**src/rtl/subtractor_up_pkg.sv**
```systemverilog
// Shared ALU definitions: default datapath width and the status flag bundle
// used by the adder, the subtractor and the flag register.
package subtractor_up_pkg;

    localparam int DATA_W = 8;

    typedef struct packed {
        logic zero;
        logic neg;
        logic ovf;
        logic borrow;
    } alu_flags_t;

endpackage

```
**src/rtl/subtractor_up_core.sv**
```systemverilog
// Combinational ripple-borrow subtractor: a - b - bin, one full-subtractor per bit.
module subtractor_core
    import subtractor_up_pkg::*;
#(
    parameter int WIDTH = DATA_W
) (
    input  logic [WIDTH-1:0] a,
    input  logic [WIDTH-1:0] b,
    input  logic             bin,
    output logic [WIDTH-1:0] diff,
    output logic             bout,
    output logic             a_msb,
    output logic             b_msb
);

    logic br;

    // Borrow ripples LSB to MSB through a scalar so the chain has no feedback net.
    always_comb begin
        diff = '0;
        br   = bin;
        for (int i = 0; i < WIDTH; i++) begin
            diff[i] = a[i] ^ b[i] ^ br;
            br      = (~a[i] & b[i]) | (~(a[i] ^ b[i]) & br);
        end
        bout = br;
    end

    assign a_msb = a[WIDTH-1];
    assign b_msb = b[WIDTH-1];

endmodule

```
**src/rtl/subtractor_up.sv**
```systemverilog
// Registered subtractor: captures acc - rd - bi on in_valid and presents the
// difference, borrow-out and status flags one cycle later.
module subtractor_up
    import subtractor_up_pkg::*;
#(
    parameter int WIDTH = DATA_W
) (
    input  logic             clk,
    input  logic             rst_n,
    input  logic             in_valid,
    input  logic [WIDTH-1:0] acc_data,
    input  logic [WIDTH-1:0] rd_data,
    input  logic             bi_in,
    output logic [WIDTH-1:0] sub_out,
    output logic             bi_sub,
    output logic             zero,
    output logic             neg,
    output logic             ovf,
    output logic             out_valid
);

    logic [WIDTH-1:0] diff;
    logic             bout;
    logic             a_msb;
    logic             b_msb;
    alu_flags_t       flags_d;
    alu_flags_t       flags_q;
    logic [WIDTH-1:0] sub_q;
    logic             valid_q;

    subtractor_core #(.WIDTH(WIDTH)) u_core (
        .a     (acc_data),
        .b     (rd_data),
        .bin   (bi_in),
        .diff  (diff),
        .bout  (bout),
        .a_msb (a_msb),
        .b_msb (b_msb)
    );

    // Signed overflow only when operand signs differ; borrow-in is ignored.
    always_comb begin
        flags_d.zero   = (diff == '0);
        flags_d.neg    = diff[WIDTH-1];
        flags_d.ovf    = (a_msb != b_msb) && (diff[WIDTH-1] != a_msb);
        flags_d.borrow = bout;
    end

    always_ff @(posedge clk or negedge rst_n) begin
        if (!rst_n) begin
            sub_q   <= '0;
            flags_q <= '0;
            valid_q <= 1'b0;
        end else begin
            valid_q <= in_valid;
            if (in_valid) begin
                sub_q   <= diff;
                flags_q <= flags_d;
            end
        end
    end

    assign sub_out   = sub_q;
    assign bi_sub    = flags_q.borrow;
    assign zero      = flags_q.zero;
    assign neg       = flags_q.neg;
    assign ovf       = flags_q.ovf;
    assign out_valid = valid_q;

endmodule

```
**config.mk**
```make
export PLATFORM = sky130hd
export DESIGN_NAME = subtractor_up
export DESIGN_NICKNAME = d
export VERILOG_FILES = /design/src/rtl/subtractor_up_pkg.sv /design/src/rtl/subtractor_up_core.sv /design/src/rtl/subtractor_up.sv
export SDC_FILE = /design/constraint.sdc
export NUM_CORES = 1
export LEC_CHECK = 0
export ABC_AREA = 1
export BUFFER_PORTS_ARGS = -buffer_cell sky130_fd_sc_hd__buf_2
export CAP_MARGIN = 30
export CORE_MARGIN = 2
export CORE_UTILIZATION = 39
export CTS_BUF_LIST = sky130_fd_sc_hd__clkbuf_4 sky130_fd_sc_hd__clkbuf_8 sky130_fd_sc_hd__clkbuf_16
export CTS_CLUSTER_DIAMETER = 40
export DETAILED_ROUTE_END_ITERATION = 8
export MAX_ROUTING_LAYER = met4
export PLACE_DENSITY = 0.69
export SYNTH_ARGS = -nofsm -noshare
export SYNTH_HDL_FRONTEND = slang
export SYNTH_SLANG_ARGS = --single-unit
```
**constraint.sdc**
```tcl
create_clock -name clk -period 1.2 [get_ports clk]
set_clock_uncertainty 0.1 [all_clocks]
set_input_delay 0 -clock clk [delete_from_list [all_inputs] [get_ports clk]]
set_output_delay 0 -clock clk [all_outputs]
set_load 0.02 [all_outputs]
```
# [Word-level counts from Yosys, hierarchy flattened]
# Index checks and enable logic that the tools add are counted.
[classes] n_eq_ne=2 bitwise=56 reduce_logical=2
[ops] operator="AND 1 bit" n=16
[ops] operator="NOT 1 bit" n=16
[ops] operator="XOR 1 bit" n=16
[ops] operator="logical NOT 8 bit" n=1
[ops] operator="OR 1 bit" n=8
[ops] operator="inequality test 1 bit" n=2
[ops] operator="logical AND 1 bit" n=1
[totals] ff_bits=13 elab_cells=66

# [Longest topological paths before layout]
[depth] depth_word=19 mapped_depth=14

# [Cells and area by module]
# A second synthesis with hierarchy kept.
[unflattened] hier_cells=85 area_unflattened_um2=769.5
[modules_own_cells] module="subtractor_up" instances=1 cells_each=57 area_per_inst_um2=526.8
[modules_own_cells] module="subtractor_core" instances=1 cells_each=28 area_per_inst_um2=242.7

# [Worst setup path after synthesis]
# No wires, ideal clock.
[synth_path] path_kind="input-to-reg" from="in acc_data[0]" to="reg flags_q (netlist bit ovf)" arrival_ns=3.464 required_ns=0.983 setup_slack_ns=-2.481 stages=14 path_cell_list="inv_1 -> fa_1 -> fa_1 -> fa_1 -> fa_1 -> fa_1 -> fa_1 -> fa_1 -> inv_1 -> fa_1 -> inv_1 -> nand2_1 -> nand3_1 -> nand2_1"
[synth_between] elab_chain_len=19 elab_cells_between_ends=21 classes_between="1 x eq/ne; 19 x bitwise; 1 x reduce/logical"
[synth_lines] element="from (decl)" line_no="subtractor_up.sv:11" text="input logic [WIDTH-1:0] acc_data,"
[synth_lines] element="XOR 1 bit" line_no="subtractor_up_core.sv:24" text="br = (~a[i] & b[i]) | (~(a[i] ^ b[i]) & br);"
[synth_lines] element="NOT 1 bit" line_no="subtractor_up_core.sv:24"
[synth_lines] element="AND 1 bit" line_no="subtractor_up_core.sv:24"
[synth_lines] element="OR 1 bit *" line_no="subtractor_up_core.sv:24"
[synth_lines] element="AND 1 bit *" line_no="subtractor_up_core.sv:24"
[synth_lines] element="OR 1 bit *" line_no="subtractor_up_core.sv:24"
[synth_lines] element="AND 1 bit *" line_no="subtractor_up_core.sv:24"
[synth_lines] element="OR 1 bit *" line_no="subtractor_up_core.sv:24"
[synth_lines] element="[4 not listed]"
[synth_lines] element="AND 1 bit *" line_no="subtractor_up_core.sv:24"
[synth_lines] element="OR 1 bit *" line_no="subtractor_up_core.sv:24"
[synth_lines] element="AND 1 bit *" line_no="subtractor_up_core.sv:24"
[synth_lines] element="OR 1 bit *" line_no="subtractor_up_core.sv:24"
[synth_lines] element="XOR 1 bit *" line_no="subtractor_up_core.sv:23" text="diff[i] = a[i] ^ b[i] ^ br;"
[synth_lines] element="via diff[7]" line_no="subtractor_up.sv:22" text="logic [WIDTH-1:0] diff;"
[synth_lines] element="inequality test 1 bit *" line_no="subtractor_up.sv:45" text="flags_d.ovf = (a_msb != b_msb) && (diff[WIDTH-1] != a_msb);"
[synth_lines] element="logical AND 1 bit *" line_no="subtractor_up.sv:45"
[synth_lines] element="to (signal assigned)" line_no="subtractor_up.sv:58" text="flags_q <= flags_d;"
[synth_lines] element="to (decl)" line_no="subtractor_up.sv:27" text="alu_flags_t flags_q;"
# Mark *: on every way through the listed nets, which the timed path passes. The rest lies on a longest branch.
# A chain may end at the register's enable or synchronous reset.

# [Worst setup path after layout]
# Same ends and word-level chain as after synthesis.

==> impl_metrics.env <==
export IMPL_outcome="complete, but fails checks"
export IMPL_violations="negative setup slack"
export IMPL_syn_area_per_cell_um2=10.5
export IMPL_dieArea_um2=2190
export IMPL_post_drt_wl_per_cell_um=9.91
export IMPL_synthMuxAreaShare_pct=0
export IMPL_fin_crit_ns=3.28
export IMPL_n_antenna_cell=0
export IMPL_worstSetupStartpointType="input pin"
export IMPL_totalWireLength_mm=1.32
export IMPL_io_buffers=32
export IMPL_yosys_area_share_adder_pct=24.1
export IMPL_synth_warnings=0
export IMPL_num_rows=15
export IMPL_grt_max_degree=20
export IMPL_antenna_found_initial=0
export IMPL_worst_ir_drop_vdd_uv=549
export IMPL_path_class="input pin to flop"
export IMPL_yosysTopAreaCellShare_pct=42.0
export IMPL_netlist_area_um2=716
export IMPL_clock_sinks=12
export IMPL_setup_viol=9
export IMPL_syn_to_final_growth_pct=41.3
export IMPL_cts_root_buffer="clkbuf_4"
export IMPL_gp_congestion=0.738
export IMPL_syn_inst=68
export IMPL_ant_nets=0
export IMPL_ios=33
export IMPL_grt_overflow_total=0
export IMPL_drcViolationCount=0
export IMPL_synth_top_flop_cell="dfrtp_1"
export IMPL_yosys_top_cells_area="dfrtp_1 (42%), fa_1 (22%), o21ai_2 (9.8%)"
export IMPL_hpwlAfterDp_mm=1.04
export IMPL_synth_async_reset_ratio_pct=100
export IMPL_die_y_um=46.8
export IMPL_synth_top_family_by_area="adder cells"
export IMPL_slew_headroom_pct=75.9
export IMPL_path_clk_slew_ns=0.07
export IMPL_avgViaCountPerCell=4.26
export IMPL_clock_latency_ns=0.27
export IMPL_power_density_nw_per_um2=1210
export IMPL_synth_cell_types=12
export IMPL_synth_nets=97
export IMPL_grt_pass1_vias=549
export IMPL_worst_ep_arrival_time_ns=3.35
export IMPL_clock_fmax_mhz=304
export IMPL_final_max_slew_viol_count=0
export IMPL_ys_ff_latch=12
export IMPL_synth_simple_area_share_pct=12.4
export IMPL_hp_class="input pin to flop"
export IMPL_crit_fanout=3
export IMPL_synth_edff_count=0
export IMPL_p_leak_nw=0.534
export IMPL_hold_viol_final=0
export IMPL_reg2reg_slack_ns=0.45
export IMPL_post_route_period_util_pct=274
export IMPL_worstMarginPinSlew_ns=0.362
export IMPL_start_util_pct=41.4
export IMPL_placedInstanceArea_um2=927
export IMPL_design_core_area_um2=1730
export IMPL_yosysMostFrequentCell="nand2_1"
export IMPL_synth_xor_area_share_pct=0
export IMPL_drt_pass1_iterations=4
export IMPL_rsz0062_at_grt="yes"
export IMPL_fillers=157
export IMPL_endpoint_kind="flop"
export IMPL_cts_max_path_buffers=2
export IMPL_layout_drive_gt1_share_pct=54.6
export IMPL_via_count=567
export IMPL_drt_initial_drc_count=2
export IMPL_cts_inserted_buffers=3
export IMPL_critPathRequiredTime_ns=1.26
export IMPL_synth_common_cells="nand2_1 (18), dfrtp_1 (12), inv_1 (12)"
export IMPL_grt_pass1_wl_mm=2.13
export IMPL_ys_seq_area_share_pct=42.0
export IMPL_final_cell_area_um2=1010
export IMPL_fin_nets=139
export IMPL_fin_tns_setup_ns=-12.61
export IMPL_synth_top_area_cell="dfrtp_1"
export IMPL_groute_usage_overall_pct=14.5
export IMPL_h_tree_depth=1
export IMPL_max_cap_viol_count=0
export IMPL_setup_slack_ns=-2.08
export IMPL_chipWidth_um=46.8
export IMPL_tritoncts="built"
export IMPL_synth_compound_area_share_pct=10.8
[final cells by class]
class                      count  area, um^2  share of cell area, %
tap                           25        31.3                   3.09
sequential                    12         300                   29.7
multi-input combinational     41         359                   35.5
timing repair buffer          39         241                   23.9
inverter                      13        56.3                   5.57
clock buffer                   3        22.5                   2.23
[cells by family (layout without fill, tap and decap cells)]
| family | Yosys count | in the layout |
|---|---|---|
| adder cells (fa/ha/maj) | 9 | 9 |
| AO/OA/AOI/OAI | 9 | 9 |
| buffers and inverters | 15 | 55 |
| flip-flops | 12 | 12 |
| AND/OR/NAND/NOR | 23 | 23 |
[layer usage]
layer / vias up / GRT usage (%) / routed length (um)
li1: 286 / - / -
met2: 21 / 24.9 / 704
met5: - / - / 0
met3: 2 / 2.31 / 76
met1: 258 / 15.8 / 523
met4: 0 / 8.33 / 13
[sequential cells by signal, indices dropped and copies added (netlist names)]
signal	count
sub_out	7
bi_sub	1
neg	1
out_valid	1
ovf	1
zero	1
[where the power goes]
part	internal [W]	switching, W
Combinational	0.000224	0.000262
Sequential	0.000464	0.0000306
Clock	0.000116	0.000122
Total	0.000804	0.000415
[per-stage QoR]
stage	setup slack, ns	utilization, %	total power [W]	hold slack (ns)	cells
after CTS	-2.10	57.5	0.00123	-0.0585	131
after global placement	-2.43	53.7	0.000941	-0.215	126
after detailed placement	-2.46	53.7	0.000951	-0.208	126
after floorplan	-2.18	-	0.000791	-0.396	68
after global routing	-2.16	58.6	0.00131	0.00593	133
final	-2.08	58.6	0.00122	0.00383	133
[what timing repair did]
item                                   4_1_cts  5_1_grt
buffers inserted                             0        2
hold buffers                                 2        1
endpoints found under the hold margin       15        1
resized for setup                            8        1
setup endpoints to repair                    9        9
cloned                                       0        0
pin swaps                                    5        0
[path summary, 6_finish.rpt]
kind                       depth (start not counted)    endpoint        start
setup / recovery                                  15         ovf  acc_data[0]
setup reg to reg                                   1  sub_out[0]   sub_out[0]
hold reg to reg                                    2  sub_out[6]   sub_out[6]
min in group asynchronous                          2        zero        rst_n
max in group asynchronous                          2  sub_out[2]        rst_n
hold / removal                                     5         ovf   rd_data[7]
[cell usage in the layout (no fill, tap or decap)]
cell type,netlist,layout
buf_8,0,1
o21ai_2,8,8
dlygate4sd3_1,0,3
buf_4,1,1
inv_2,1,3
clkbuf_4,0,3
dfrtp_1,12,12
fa_2,0,8
buf_6,0,3
inv_8,0,1
nor2_1,3,3
inv_1,12,9
nand3_1,2,2
buf_2,0,31
o21a_1,1,1
nand2_1,18,18
ha_1,1,1
[critical path, stage by stage]
cell and delay (ns):
buf_8 0.08, inv_8 0.03, fa_2 0.38, fa_2 0.37, fa_2 0.34, fa_2 0.35
fa_2 0.35, fa_2 0.35, fa_2 0.35, inv_2 0.07, fa_2 0.45, inv_2 0.07
nand2_1 0.05, nand3_1 0.07, nand2_1 0.05
No activity file was read; power rests on OpenSTA's default activity.
